`config.mk`:
```
export PLATFORM = sky130hd
export DESIGN_NAME = mlblock_config_loader
export DESIGN_NICKNAME = d
export VERILOG_FILES = /design/src/rtl/mlblock_cfg_pkg.sv /design/src/rtl/mlblock_config_loader.sv
export SDC_FILE = /design/constraint.sdc
export NUM_CORES = 1
export LEC_CHECK = 0
export BUFFER_PORTS_ARGS = -buffer_cell sky130_fd_sc_hd__buf_4
export CAP_MARGIN = 0
export CORE_MARGIN = 3
export CORE_UTILIZATION = 60
export CTS_BUF_LIST = sky130_fd_sc_hd__clkbuf_8
export CTS_CLUSTER_DIAMETER = 200
export CTS_CLUSTER_SIZE = 28
export DETAILED_ROUTE_END_ITERATION = 10
export GPL_TIMING_DRIVEN = 0
export PLACE_DENSITY_LB_ADDON = 0.1
export SETUP_SLACK_MARGIN = 0.3
export SLEW_MARGIN = 20
export SYNTH_ARGS = -nofsm -noshare
export SYNTH_HDL_FRONTEND = slang
export SYNTH_SLANG_ARGS = --single-unit
```
`constraint.sdc`:
```
create_clock -name clk -period 3.12 [get_ports clk]
set_input_delay 0.156 -clock clk [delete_from_list [all_inputs] [get_ports clk]]
set_output_delay 0.156 -clock clk [all_outputs]
set_load 0.01 [all_outputs]
```
`src/rtl/mlblock_cfg_pkg.sv`:
```
// Shared types and helpers for the MLBlock configuration chain loader.
package mlblock_cfg_pkg;

   typedef enum logic [1:0] {
      IDLE = 2'd0,
      LOAD = 2'd1,
      VER  = 2'd2,
      DONE = 2'd3
   } state_t;

   // Chain length of one column: block conf registers followed by every MAC unit's conf bits.
   function automatic int chain_len(input int i_s_log2, input int i_d_log2,
                                    input int res_d_log2, input int mac_units,
                                    input int mac_conf_bits);
      return i_s_log2 + i_d_log2 + res_d_log2 + mac_units * mac_conf_bits;
   endfunction

endpackage

```
`src/rtl/mlblock_config_loader.sv`:
```
// Serialises a parallel config word into an MLBlock configuration chain, MSB first,
// and optionally re-sends it while comparing the chain tail to prove the load.
module mlblock_config_loader
   import mlblock_cfg_pkg::*;
#(
   parameter int CHAIN_LEN = 32,
   parameter int VERIFY    = 1
) (
   input  logic                 clk,
   input  logic                 reset,
   input  logic                 start,
   input  logic [CHAIN_LEN-1:0] cfg_word,
   input  logic                 stall,
   output logic                 busy,
   output logic                 done,
   output logic                 error,
   output logic                 config_en,
   output logic                 config_in,
   input  logic                 config_out
);

   localparam int CNT_W = $clog2(CHAIN_LEN + 1);

   state_t               state, nxt;
   logic [CHAIN_LEN-1:0] word;    // rotates once per shift, so it is back in place after each pass
   logic [CNT_W-1:0]     cnt;     // bits issued in the current pass
   logic                 vfy_q;   // the bit now on config_in belongs to the verify pass
   logic                 accept;
   logic                 shift;
   logic                 last;

   assign last = (cnt == CNT_W'(CHAIN_LEN - 1));

   // State register
   always_ff @(posedge clk) begin
      if (reset) state <= IDLE;
      else       state <= nxt;
   end

   // Next-state logic: a pass ends when its final bit is issued
   always_comb begin
      nxt = state;
      case (state)
         IDLE: if (start) nxt = LOAD;
         LOAD: if (shift && last) nxt = (VERIFY != 0) ? VER : DONE;
         VER:  if (shift && last) nxt = DONE;
         DONE: nxt = IDLE;
         default: nxt = IDLE;
      endcase
   end

   // Output/control decode; busy spans DONE so it drops on the same edge done rises
   always_comb begin
      busy   = (state != IDLE);
      accept = (state == IDLE) && start;
      shift  = ((state == LOAD) || (state == VER)) && !stall;
   end

   // Datapath: word rotate, bit counter, registered chain drive and tail compare
   always_ff @(posedge clk) begin
      if (reset) begin
         word      <= '0;
         cnt       <= '0;
         vfy_q     <= 1'b0;
         config_en <= 1'b0;
         config_in <= 1'b0;
         done      <= 1'b0;
         error     <= 1'b0;
      end else begin
         done      <= (state == DONE);
         config_en <= shift;
         if (shift) begin
            config_in <= word[CHAIN_LEN-1];
            word      <= {word[CHAIN_LEN-2:0], word[CHAIN_LEN-1]};
            vfy_q     <= (state == VER);
            cnt       <= last ? '0 : cnt + 1'b1;
         end
         // During verify the tail shows the same bit that is being re-sent
         if (config_en && vfy_q && (config_out != config_in)) error <= 1'b1;
         if (accept) begin
            word  <= cfg_word;
            cnt   <= '0;
            error <= 1'b0;
         end
      end
   end

endmodule

```
---- After elaboration in Yosys (flattened, before gate mapping) ----
Cells that the tools add are included.
storage, ports and cells
  flip-flop bits (word level) ............. 45
  bits in latches ......................... 0
  memory bits (writable) .................. 0
  memory bits (read-only) ................. 0
  output and inout bits ................... 5
  memories ................................ 0
operators by class
  add/sub/neg operators ................... 1
  multiply operators ...................... 0
  div/mod/pow operators ................... 0
  order comparisons ....................... 0
  equal/unequal tests ..................... 8
  shift-type cells ........................ 0
  mux-type cells .......................... 7
  bitwise operators ....................... 0
  reductions and logical operators ........ 12
operators with widths
  cell                                                                    number
  32-bit two-way mux                                                      2
  2-bit one-hot mux with 4 select lines                                   1
  6-bit by 1-bit adder with 6-bit output (second input constant)          1
  6-bit by 5-bit equality test with 1-bit output (second input constant)  1
  2-bit two-way mux                                                       3
  6-bit two-way mux                                                       1
  2-bit != test (second input constant)                                   3
  1-bit logical AND                                                       5
  2-bit equality test (second input constant)                             2
  2-bit nonzero test                                                      2
  3-bit AND reduction                                                     1
  2-bit by 1-bit equality test with 1-bit output (second input constant)  1
  2-bit logical NOT                                                       1
  2-bit OR reduction                                                      1
  1-bit logical NOT                                                       1
  1-bit logical OR                                                        1
  1-bit != test                                                           1

---- Logic depth before layout (Yosys ltp) ----
  depth in word-level cells ............... 6
  mapped depth ............................ 7

---- Worst setup path after synthesis ----
No wires, ideal clock.
  path kind ............................... reg-to-reg
  start point ............................. register state[0]
  end point ............................... register cnt[5]
  setup time .............................. 66 ps
  arrival time ............................ 1495 ps
  setup slack ............................. 1558 ps
  cell stages (with the launch flop) ...... 6
  period minus slack after synthesis ...... 1562 ps
  cell sequence ........................... dfxtp_1 inv_1 ha_1 nand3b_2 or4_4 a21oi_2
between the ends
  word-level cells in the longest chain between the ends .. 3
  elaborated cells between the ends (all ways) .. 7
  those cells by class .................... eq/ne: 2; reduce/logical: 5
ends and longest elaborated chain
  what                                                                    line                                                      source
  start, declared                                                         mlblock_config_loader.sv:24                               state_t state, nxt;
  start signal, assigned                                                  mlblock_config_loader.sv:37                               else state <= nxt;
  2-bit by 1-bit equality test with 1-bit output (tied with other cells)  mlblock_config_loader.sv:56                               shift = ((state == LOAD) || (state == VER)) && !stall;
  1-bit logical OR or 1-bit logical AND (tied branches)                   mlblock_config_loader.sv:56, mlblock_config_loader.sv:55
  1-bit logical AND or 2-bit OR reduction (tied branches)                 -
  end signal, assigned                                                    mlblock_config_loader.sv:76                               cnt <= last ? '0 : cnt + 1'b1;
  end, declared                                                           mlblock_config_loader.sv:26                               logic [CNT_W-1:0] cnt;
Parallel ways exist; a longest one is shown, timed or not.
A chain may end at the register's enable or synchronous reset.

---- Final worst setup path ----
  start point ............................. register state[0]
  end point ............................... register word[22]
between the ends
  word-level cells in the longest chain between the ends .. 4
  elaborated cells between the ends (all ways) .. 8
  those cells by class .................... eq/ne: 2; mux: 1; reduce/logical: 5
ends and longest elaborated chain
  what                                                                                   line                         source
  2-bit by 1-bit equality test with 1-bit output or 2-bit equality test (tied branches)  mlblock_config_loader.sv:56
  1-bit logical OR                                                                       mlblock_config_loader.sv:56
  1-bit logical AND                                                                      mlblock_config_loader.sv:56
  2-bit nonzero test (no source line)                                                    -
  end signal, assigned                                                                   mlblock_config_loader.sv:74  word <= {word[CHAIN_LEN-2:0], word[CHAIN_LEN-1]};
  end signal, assigned                                                                   mlblock_config_loader.sv:81  word <= cfg_word;
  end, declared                                                                          mlblock_config_loader.sv:25  logic [CHAIN_LEN-1:0] word;
Parallel ways exist; a longest one is shown, timed or not.

==> results by group <==
Run
  • Max Cap Viol: 0

Placement
  • Cell area after placement: around 0.0025 mm2
  • Pre-CTS WS: 1331 ps
  • DP Cell Count: 297
  • PortBufs: 41
  • DPL Wire Length: 3127 um
  • Routability cong.: between 0.7 and 0.8

Worst setup path
  • Critical path's slowest cell: dfxtp_1
  • Crit path cell chain: inv_1 > ha_1 > nand2b_2 > buf_8 > buf_12 > mux2i_1 > a211oi_1
  • R2R Setup Slk: 1260 ps
  • R2R Path Start: state[0]$_SDFFE_PP0P_
  • Setup CP Type: reg -> reg
  • Worst setup SP type: flip-flop
  • Reg2reg path depth: 7
  • CP required: 3290 ps
  • Worst path buffer plus inverter count: 3
  • CP endpoint kind: flip-flop
  • R2R Path End: word[22]$_SDFFE_PP0P_
  • Critical path fanouts, max: 10
  • WP data arrival: about 2000 ps
  • CP max stage delay: around 400 ps
  • CP delay by family, top: buffers and inverters

Yosys
  • Synth warn: 0
  • Post-synth top area share: a little over two fifths
  • Area leader, netlist: dfxtp_1
  • Register area share after synthesis: 43.06%
  • Synth top area cells: dfxtp_1, mux2i_1, a211oi_1
  • Syn nets: between 200 and 300
  • Post-synthesis area per instance: 9.868 um2
  • Cells after Synth: 212
  • Mapped cell area: between 0.002 and 0.0025 mm2
  • Unique masters post-synth: 31
  • #FFs+latches synth: 45

Clock tree
  • Worst-Skew Late Latency: approximately 300 ps
  • Setup Buffers After CTS: 0
  • Clock Sink Count: between 40 and 50
  • Hold_buf cts: 0
  • Post-CTS sizing: 0
  • Clock Tree Buf Depth: 2
  • Clock transition at path regs: 80 ps
  • H-tree Lvls: 2
  • CTS tree: built
  • Total CTS buffers: 5
  • CTS root buffer: clkbuf_8

Final layout
  • Layout cells sized above 1: 23.75%
  • Total Nets Final: a little over 300
  • Post-route cell area: 0.002551 mm2
  • Layout Area Growth over Synthesis: 21.95%
  • Non-Filler Instances: 305
  • Commonest cells after routing, fill and taps aside: dfxtp_1, buf_4, nor2_1
  • Commonest non-fill, non-tap cell in the layout: dfxtp_1
  • Ant diodes: 0

Min path
  • End of the worst hold path: word[27]$_SDFFE_PP0P_
  • Hold Path Cell Cnt: 3
  • Worst hold path class: in -> reg
  • Min-delay src: cfg_word[27]

STA
  • Fin worst setup slack: 1265 ps
  • Final Critical Period: 1855 ps
  • Slew @ Worst Pin: approximately 460 ps
  • Worst relative slew slack: 69.44%
  • Clock Skew: 7.475 ps
  • Period utilization: 59.47%
  • # setup viols final: 0
  • Fmax: roughly 540 MHz
  • Fin Setup TNS: 0 ps
  • Slew Limit Fails: 0
  • RSZ-0062 raised after global routing: no
  • Final Hold Vio Count: 0

Power
  • Final total power: 2094 uW
  • Logic pwr share: 42.1%
  • Flop pwr share: 39.9%
  • VDD IR max: 0.4958 mV
  • Clk pwr share: 18.0%
  • Switch Pwr: 750.1 uW
  • P per Cell Area: 821.0 mW/mm2
  • Leakage power: 0.001219 uW
  • Internal: 1344 uW
  • Switch share: 35.82%

Route
  • DR WL/cell: 14.34 um
  • DRT Pass-1 Iters: 5
  • Drt drc: 0
  • Starting DRT DRC Count: roughly 120
  • Total Wirelength: 4373 um
  • ANT nets after route: 0
  • Via count: between 1500 and 2000
  • Via density: 5.502

Die
  • Die width: 65.05 um
  • Top-Level Pins: between 40 and 50
  • Starting Density: 65.83%
  • Row Count: 20
  • CORE AREA: 0.003178 mm2
  • Die footprint: around 0.0042 mm2
  • Die height: 65.05 um

Global routing
  • Largest net degree at the start of global routing: 15
  • First-pass GRT wire length: 7245 um
  • GR Layer Usage met1: 29.32%
  • Vias in the first global route: approximately 1500
  • Gr busiest metal: met2
  • Initial antenna violation count: 0
  • GRT Overall Usage: 22.34%
  • Met2 usage: 35.12%
  • Met3 GRT Util: 6.239%
  • Grt ovf: 0

Run status
  • Status: finished clean
-- cells by family (layout without fill, tap and decap cells) --
family / count (synthesis) / in the layout / share of synthesized area, %
buf+inv: 19 / 68 / 6.519
flops: 45 / 45 / 43.06
compound gates: 47 / 47 / 16.15
mux: 35 / 35 / 16.75
fa+ha+maj: 5 / 5 / 2.990
xor+xnor: 3 / 3 / 1.256
simple gates: 58 / 58 / 13.28
-- layout make-up --
cell class,count,area [um2]
Multi-Input combinational cell,148,1055
Sequential cell,45,900.9
Fill cell,236,626.9
Timing Repair Buffer,41,307.8
Buffer,15,121.4
Clock buffer,6,82.58
Tap cell,44,55.05
Inverter,4,15.01
Clock inverter,2,13.76
-- routing by layer --
metal | up-vias | wire, um
met5 | - | 0
met4 | 0 | 61
met3 | 5 | 213
met2 | 38 | 2033
met1 | 771 | 2064
li1 | 864 | -
-- power by group through the flow --
| stage | clock (uW) | sequential [uW] | combinational (uW) |
|---|---|---|---|
| 2_1_floorplan | 0 | 815 | 690 |
| 3_3_place_gp | 0 | 834 | 850 |
| 3_5_place_dp | 0 | 844 | 871 |
| 4_1_cts | 380 | 834 | 883 |
| 5_1_grt | 408 | 852 | 971 |
| 6_report | 377 | 836 | 881 |
-- worst min-delay path: stages --
cell      delay [ps]
buf_4            110
nor2_1            90
a211oi_1          50
-- flip-flops by register name, indices dropped and copies added (netlist names) --
| name | cells |
|---|---|
| cnt | 6 |
| config_en | 1 |
| config_in | 1 |
| done | 1 |
| error | 1 |
| state | 2 |
| vfy_q | 1 |
| word | 32 |
-- stage by stage --
step / hold slack (ps) / util (%)
6_report: 138.7 / 80.28
2_1_floorplan: 338.6 / -
5_1_grt: 133.6 / 80.28
3_3_place_gp: 452.9 / 77.24
4_1_cts: 138.9 / 80.28
3_5_place_dp: 461.4 / 77.24
-- how the worst max path moves through the flow --
stage	startpoint	endpoint	slack, ps	cells after the start
2_1_floorplan	state[0]$_SDFFE_PP0P_	cnt[5]$_SDFFE_PP0P_	1560	5
3_3_place_gp	state[0]$_SDFFE_PP0P_	state[0]$_SDFFE_PP0P_	1370	5
3_5_place_dp	state[0]$_SDFFE_PP0P_	state[0]$_SDFFE_PP0P_	1330	5
4_1_cts	state[0]$_SDFFE_PP0P_	word[22]$_SDFFE_PP0P_	1240	7
5_1_grt	state[0]$_SDFFE_PP0P_	state[0]$_SDFFE_PP0P_	1120	5
6_report	state[0]$_SDFFE_PP0P_	word[22]$_SDFFE_PP0P_	1260	7
-- synth_stat cells --
library cell  count
a21oi_2           1
or3_1             1
a21oi_1           3
o22a_1            1
mux2i_1          35
ha_1              5
a221oi_1          1
a211oi_1         32
or3_2             1
buf_12            3
nand2_1           2
nand2b_1          3
a31oi_1           1
nor2b_1           3
xor2_1            3
buf_1             1
nor2_1           40
clkbuf_1          6
dfxtp_1          45
nand3b_1          3
buf_2             4
nand3b_2          1
o21ai_0           5
nand4b_1          1
nand4_1           1
buf_8             1
or4_4             1
o221ai_1          2
inv_1             4
nand2b_2          1
o21bai_1          1
(Power assumes the default switching activity.)
